## src/rtl/contador_arb.sv

```systemverilog
`default_nettype none
// ============================================================================
// Module      : contador_arb
// Description : Two-requester arbiter that owns one shared counter. The
//               winner's terminal count is captured at grant, the counter
//               runs 0..target inclusive, then a one-cycle done pulse is
//               returned to the owner. Round-robin between requesters by
//               default; define CONTADOR_ARB_PRIO_EN for fixed priority
//               (req0 wins every tie).
// Revision    : 1.0 - initial release
// ============================================================================
module contador_arb #(
   parameter int WIDTH = 4
) (
   input  logic             clk,
   input  logic             rst,
   input  logic             req0,
   input  logic             req1,
   input  logic [WIDTH-1:0] tgt0,
   input  logic [WIDTH-1:0] tgt1,
   output logic [1:0]       gnt,
   output logic [WIDTH-1:0] cnt,
   output logic             busy,
   output logic [1:0]       done
);

   typedef enum logic [1:0] {
      ST_IDLE  = 2'd0,
      ST_COUNT = 2'd1,
      ST_DONE  = 2'd2
   } state_t;

   localparam logic [WIDTH-1:0] c_one = {{(WIDTH-1){1'b0}}, 1'b1};

   state_t           r_state;
   logic [WIDTH-1:0] r_tgt_q;
   logic [WIDTH-1:0] r_cnt;
   logic [1:0]       r_gnt;
   logic [1:0]       r_done;
   logic             r_busy;
   logic             r_last;   // index of the requester served most recently

   logic             w_win;    // index of the requester that would be granted now
   logic             w_own_req;

   // Pick the winner among the currently asserted requests.
   always_comb begin
      w_win = 1'b0;
`ifdef CONTADOR_ARB_PRIO_EN
      w_win = ~req0;
`else
      if (req0 && req1) begin
         w_win = ~r_last;
      end else begin
         w_win = ~req0;
      end
`endif
   end

   // Request line of whichever requester currently holds the grant.
   always_comb begin
      w_own_req = r_gnt[1] ? req1 : req0;
   end

   // Arbitration / counting state machine with registered outputs.
   always_ff @(posedge clk) begin
      if (!rst) begin
         r_state <= ST_IDLE;
         r_tgt_q <= '0;
         r_cnt   <= '0;
         r_gnt   <= 2'b00;
         r_done  <= 2'b00;
         r_busy  <= 1'b0;
         r_last  <= 1'b1;
      end else begin
         case (r_state)
            ST_IDLE: begin
               r_done <= 2'b00;
               if (req0 || req1) begin
                  r_tgt_q <= w_win ? tgt1 : tgt0;
                  r_gnt   <= w_win ? 2'b10 : 2'b01;
                  r_cnt   <= '0;
                  r_busy  <= 1'b1;
                  r_state <= ST_COUNT;
               end
            end
            ST_COUNT: begin
               if (!w_own_req) begin
                  // Owner withdrew: abandon the run silently.
                  r_gnt   <= 2'b00;
                  r_busy  <= 1'b0;
                  r_cnt   <= '0;
                  r_state <= ST_IDLE;
               end else if (r_cnt != r_tgt_q) begin
                  r_cnt <= r_cnt + c_one;
               end else begin
                  r_done  <= r_gnt;
                  r_state <= ST_DONE;
               end
            end
            ST_DONE: begin
               r_last  <= r_gnt[1];
               r_gnt   <= 2'b00;
               r_done  <= 2'b00;
               r_busy  <= 1'b0;
               r_state <= ST_IDLE;
            end
            default: begin
               r_gnt   <= 2'b00;
               r_done  <= 2'b00;
               r_busy  <= 1'b0;
               r_cnt   <= '0;
               r_state <= ST_IDLE;
            end
         endcase
      end
   end

   assign gnt  = r_gnt;
   assign cnt  = r_cnt;
   assign busy = r_busy;
   assign done = r_done;

endmodule
`default_nettype wire
```

## config.mk

```make
export PLATFORM = sky130hd
export DESIGN_NAME = contador_arb
export DESIGN_NICKNAME = d
export VERILOG_FILES = /design/src/rtl/contador_arb.sv
export SDC_FILE = /design/constraint.sdc
export NUM_CORES = 1
export LEC_CHECK = 0
export CAP_MARGIN = 20
export CELL_PAD_IN_SITES_DETAIL_PLACEMENT = 0
export CELL_PAD_IN_SITES_GLOBAL_PLACEMENT = 1
export CORE_MARGIN = 1
export CORE_UTILIZATION = 31
export CTS_CLUSTER_DIAMETER = 120
export DETAILED_ROUTE_END_ITERATION = 12
export GPL_TIMING_DRIVEN = 1
export PLACE_DENSITY = 0.79
export SLEW_MARGIN = 20
export SYNTH_ARGS = -nofsm -noshare
export SYNTH_HDL_FRONTEND = slang
export SYNTH_SLANG_ARGS = --single-unit
```

## constraint.sdc

```tcl
create_clock -name clk -period 1.4 [get_ports clk]
set_input_delay 0.42 -clock clk [delete_from_list [all_inputs] [get_ports clk]]
set_output_delay 0.42 -clock clk [all_outputs]
set_load 0.05 [all_outputs]
```

==> summary.txt, run 1 <==
Synthesis
  • EDFF count, synth: 0
  • Most common cell in the synthesized netlist: dfxtp_1
  • Post-synth cell types: 35
  • Commonest cells in the netlist: dfxtp_1, nor2_1
  • Synth area leader: dfxtp_1
  • Top cells by area, synth: dfxtp_1, mux2i_1, nor2_1, a211oi_1, o211ai_1
  • Sequential area share after synthesis: 0.398
  • Post-synthesis cell count: 87
  • Synth Flop Type: dfxtp_1
  • Mapped Area: 806 um2
  • Yosys warnings: 0
  • Synth top area share: 0.398
  • Syn Nets: 100
  • Synth Area per Inst: 9.26 um2
  • Synth Register Bits: 16
  • Async SR Flop Fraction: 0

CTS
  • Root buffer cell: clkbuf_4
  • Clock sink count: 16
  • Clock latency on the worst-skew pair: 290 ps
  • Clock Path Buffers: 2
  • Clock-pin slew on the worst setup and hold paths: 100 ps
  • CTS tree: done
  • CTS H-tree depth: 1
  • CTS Buf Count: 3

Setup path
  • Crit. End Element: flop
  • Crit-path cells: xnor2_2 -> and4_4 -> or4b_1 -> a31oi_1
  • Bufs and invs on worst path: 0
  • Crit-path leading delay family: simple AND/OR/NAND/NOR gates
  • CP max stage delay: 470 ps
  • Data arrival, critical path: 1600 ps
  • Critical Path Start Type: flop
  • Required @ worst endpoint: 1620 ps
  • Class of the most critical setup path: flop to flop
  • CP max stage cell: or4b_1
  • Worst Path Max Fanout: 4

GRT
  • Total track usage: 0.166
  • Largest net degree at the start of global routing: 10
  • First-pass GRT wire length: 3200 um
  • Initial antenna violation count: 0
  • GRT Residual Overflow: 0
  • Vias in the first global route: 729

Layout
  • Multi-input logic area: 483 um2
  • Final Util: 0.552
  • Diodes inserted: 0
  • Final #Nets: 145
  • Layout cell share with drive strength beyond 1: 0.382
  • FILL cells: 229
  • Register area: 343 um2
  • Post-route cell area: 1370 um2
  • Area growth, synth to finish: 69.7%

Timing
  • Period minus WS final: 1380 ps
  • Setup Skew: 3.94 ps
  • Post-route clock period utilization: 0.988
  • Max Fclk: 723 MHz
  • Final Slew Violations: 0
  • RSZ-0062 raised after global routing: true
  • Post-layout worst setup margin: 16.9 ps
  • Endpoints failing setup: 0
  • Worst Tran Pin Value: 408 ps
  • Fin. Hold Viols: 0
  • Slew HR: 0.727

Status
  • Status: finished, final reports clean

Die
  • Num ports: 21
  • Num rows: 18
  • Die H: 53.0 um
  • Core area: 2480 um2
  • Die Width: 53.0 um
  • Die area: 2810 um2
  • Initial Util: 0.325

Route
  • Antenna viol nets, final: 0
  • Vias: 837
  • WL per Instance: 12.9 um
  • Drt first pass iters: 4
  • Final wirelength: 2080 um
  • Drt initial violations: 18
  • Drc violations: 0
  • Via-to-Cell Ratio: 5.20

Flow run
  • # Max-Cap Violations: 0

Placed design
  • Post-DP HPWL: 1590 um
  • PortBufs: 20
  • DP Area: 1300 um2
  • Pre-CTS WS: -532 ps
  • GP Congestion: 0.802

Min path
  • Worst min-delay path category: flop to flop

Power and ir drop
  • Pleak: 0.559 nW
  • Max VDD drop: 0.530 mV
  • Power per standard cell area: 854 nW/um2
final cells by class:
cell class,instances,area share
multi-input combinational,64,0.353
timing repair buffer,42,0.336
sequential,16,0.251
tap,30,0.0274
clock buffer,4,0.0192
inverter,5,0.0137
worst paths after layout:
| check | from | end | cells past startpoint | slack, ps |
|---|---|---|---|---|
| setup / recovery | cnt[3] | cnt[3] | 4 | 20 |
| hold / removal | gnt[0] | done[0] | 2 | 520 |
| setup reg to reg | cnt[3] | cnt[3] | 4 | 20 |
| hold reg to reg | gnt[0] | done[0] | 2 | 520 |
cells in the final DEF (no fill, tap or decap), types with 2 or more instances in the layout:
cell and instances:
buf_4 20, nor2_1 11, buf_12 9, dfxtp_1 8, clkdlybuf4s50_1 8, inv_1 5
o211ai_1 5, mux2i_1 5, a211oi_1 5, dfxtp_4 5, a21oi_1 3, o21ai_0 3
xnor2_1 3, nand2_1 3, clkbuf_4 3, dlygate4sd2_1 3, dfxtp_2 3, nand4_1 2
nor3_1 2, nor3_4 2, buf_6 2
metrics by stage:
stage | cells | hold WS, ps | total power, W | setup TNS, ps
3_3_place_gp | 155 | 503 | 0.000869 | -5280
5_1_grt | 161 | 547 | 0.00123 | -73.8
2_1_floorplan | 87 | 490 | 0.000698 | 0
3_5_place_dp | 155 | 512 | 0.000877 | -5750
6_report | 161 | 524 | 0.00117 | 0
4_1_cts | 159 | 528 | 0.00114 | -1.75
what timing repair did:
| item | in CTS | in global routing |
|---|---|---|
| hold buffers | 0 | 0 |
| pin swaps | 1 | 0 |
| endpoints found under the setup margin | 11 | 6 |
| buffers inserted | 0 | 2 |
| gates resized for setup | 7 | 5 |
power by group:
part	internal, W	total [W]	switching, W
Sequential	0.000479	0.000510	0.0000309
Clock	0.000111	0.000268	0.000157
Combinational	0.000210	0.000389	0.000180
worst reg2reg max path: cells and delay by family (launching register included):
family	cells	cell delay, ps
AOI/OAI and AO/OA	1	140
xor gates and xnor gates	1	130
and+or+nand+nor	2	680
DFF	1	360
logic make-up after synthesis:
group | share of synthesized area
adders and majority gates | 0.0155
xor gates and xnor gates | 0.0435
muxes | 0.0792
DFF | 0.398
and+or+nand+nor | 0.196
buffers and inverters | 0.0388
AOI/OAI and AO/OA | 0.230
layer usage:
layer | vias up | routed length, um | GRT usage
met5 | - | 0 | 0
met2 | 24 | 1040 | 0.283
met1 | 393 | 908 | 0.192
li1 | 415 | - | -
met3 | 5 | 84 | 0.0259
met4 | 0 | 53 | 0.105
sequential cells by signal (all words and copies together), names as in the netlist:
name     cells
cnt          4
r_tgt_q      4
done         2
gnt          2
r_state      2
busy         1
r_last       1
(Power assumes the default switching activity.)
==> run 2: changes to the inputs <==
CORE_UTILIZATION = 25   (was 31)
PLACE_DENSITY = 0.65   (was 0.79)
clock period = 1.32 ns   (was 1.4 ns; I/O delays follow)
==> summary.txt, run 2 (synthesis results as in run 1) <==
Placed design
  • GP Congestion: 0.680 (-15%)
  • PortBufs: 20 (unchanged)
  • Pre-CTS WS: -615 ps (-82.6 ps)
  • Post-DP HPWL: 1630 um (+2.2%)
  • DP Area: 1350 um2 (+4.2%)

Layout
  • Most frequent cells in the layout: buf_4, nor2_1, buf_12
  • Post-route cell area: 1490 um2 (+8.7%)
  • Area growth, synth to finish: 84.5%
  • Layout cell share with drive strength beyond 1: 0.471 (+0.0893)
  • Diodes inserted: 0 (unchanged)
  • Commonest non-fill, non-tap cell in the layout: buf_4
  • FILL cells: 289 (+26%)
  • Final #Nets: 152 (+4.8%)

GRT
  • GR Util met1: 0.163 (-0.0288)
  • Total track usage: 0.136 (-0.0305)
  • GRT Residual Overflow: 0 (unchanged)
  • Initial antenna violation count: 0 (unchanged)
  • Met3 GRT Util: 0.0264 (+0.000512)
  • Busiest grt layer: met2
  • First-pass GRT wire length: 3520 um (+9.9%)
  • Met2 global-route usage: 0.235 (-0.0473)
  • Largest net degree at the start of global routing: 10 (unchanged)
  • Vias in the first global route: 830 (+14%)

Route
  • Antenna viol nets, final: 0 (unchanged)
  • Drc violations: 0 (unchanged)
  • Drt initial violations: 16 (-2)
  • Final wirelength: 2130 um (+2.4%)
  • WL per Instance: 11.7 um (-9.5%)
  • Vias: 824 (-1.6%)
  • Via-to-Cell Ratio: 4.53 (-13%)
  • Drt first pass iters: 4 (unchanged)

CTS
  • Clock latency on the worst-skew pair: 300 ps (about the same)
  • CTS H-tree depth: 1 (unchanged)
  • Root buffer cell: clkbuf_4
  • CTS Buf Count: 3 (unchanged)
  • Clock-pin slew on the worst setup and hold paths: 100 ps (about the same)
  • Clock Path Buffers: 2 (unchanged)
  • Hold buffer count at cts: 0 (unchanged)
  • Clock sink count: 16 (unchanged)
  • CTS tree: done

Timing
  • Slew HR: 0.788 (+0.0606)
  • Final Slew Violations: 0 (unchanged)
  • Setup Skew: 6.57 ps (+2.62 ps)
  • RSZ-0062 raised after global routing: true
  • Fin. Hold Viols: 0 (unchanged)
  • Max Fclk: 727 MHz (+0.51%)
  • Period minus WS final: 1380 ps (-7.06 ps)
  • Post-layout worst setup margin: -56.0 ps (-72.9 ps)
  • Endpoints failing setup: 4 (+4)
  • Worst Tran Pin Value: 316 ps (-91.8 ps)
  • Post-route clock period utilization: 1.04 (+0.0545)

Setup path
  • Data arrival, critical path: 1590 ps (about the same)
  • Class of the most critical setup path: flop to flop
  • FF-to-FF Start: cnt[3]
  • Required @ worst endpoint: 1540 ps (-80 ps)
  • Register-to-Register Path Depth: 4 (unchanged)
  • Reg2Reg Setup Slack: -60 ps (-70 ps)
  • Worst Path Max Fanout: 3 (-1)
  • Crit. End Element: flop
  • Critical Path Start Type: flop
  • Reg-to-Reg End: cnt[3]

Die
  • Core area: 3050 um2 (+23%)
  • Num ports: 21 (unchanged)
  • Num rows: 20 (+2)
  • Initial Util: 0.264 (-0.0613)
  • Die Width: 58.8 um (+11%)
  • Die H: 58.8 um (+11%)
  • Die area: 3450 um2 (+23%)

Min path
  • Worst min-delay path category: flop to flop
  • Hold Crit Depth: 2 (unchanged)
  • Hold path start: gnt[0]
  • Min-Delay Endpoint: done[0]

Status
  • Failing checks: negative setup slack
  • Status: finished with violations

Power and ir drop
  • Clk pwr share: 0.225 (-0.005)
  • Pleak: 0.608 nW (+8.7%)
  • Sw Pwr: 0.000405 W (+9.9%)
  • Max VDD drop: 0.429 mV (-19%)
  • Switching share of power: 0.317 (+0.00177)
  • Power per standard cell area: 859 nW/um2 (+0.57%)
  • Comb pwr share: 0.348 (+0.015)
  • Cell internal pwr: 0.000872 W (+9.0%)
  • Reg power frac: 0.428 (-0.009)

Flow run
  • # Max-Cap Violations: 0 (unchanged)
## run 2: cell types whose count changed in the layout (fill, tap and decap cells not counted), moves of 2 or more
cell | before | now
xnor2_2 | 1 | 4
dfxtp_2 | 3 | 5
dfxtp_1 | 8 | 6
buf_6 | 2 | 7
xnor2_1 | 3 | 0
## run 2: final cells by class
type,count,area (um2),share of cell area
multi-input cells,65,522,0.351
well taps,44,55.1,0.0370
flip-flops and latches,16,345,0.232
repair buffers,48,519,0.349
inverters,5,18.8,0.0126
clock buffers,4,26.3,0.0177
## run 2: how the worst max path moves through the flow
stage | start | to | slack [ps] | depth (start not counted)
6_report | cnt[3] | cnt[3] | -60 | 4
5_1_grt | cnt[2] | cnt[3] | -140 | 4
4_1_cts | cnt[2] | cnt[3] | -60 | 4
3_5_place_dp | req1 | r_tgt_q[2] | -610 | 5
3_3_place_gp | req1 | cnt[3] | -540 | 5
2_1_floorplan | gnt[1] | cnt[3] | -70 | 4
## run 2: worst max-delay path: stages (launching register included)
cell	delay, ps
dfxtp_4	360
xnor2_2	130
and4_4	200
or4b_1	470
a31oi_1	140
## run 2: metrics by stage
stage	hold slack (ps)	setup TNS (ps)	power (W)	instances	util
floorplan	472	-134	0.000743	87	-
global placement	505	-6610	0.000947	173	0.443
detailed placement	513	-7460	0.000952	173	0.443
CTS	532	-176	0.00127	180	0.474
global route	543	-419	0.00134	182	0.487
finish	507	-116	0.00128	182	0.487
## run 2: routing by layer
layer  vias up  wire (um)
met2        12       1000
li1        431          -
met5         -          0
met3         4         48
met1       377       1050
met4         0         31
## run 2: repair_timing
| action | in CTS | in global routing |
|---|---|---|
| pin swaps | 1 | 6 |
| setup endpoints to repair | 18 | 15 |
| gates cloned | 0 | 1 |
| setup buffers | 3 | 1 |
| resized for setup | 14 | 11 |
## run 2: power by group through the flow
stage	Clock (W)	Combinational [W]	Sequential, W
floorplan	0	0.000166	0.000577
global placement	0	0.000399	0.000548
detailed placement	0	0.000405	0.000547
CTS	0.000296	0.000431	0.000541
global route	0.000314	0.000476	0.000552
finish	0.000287	0.000444	0.000546
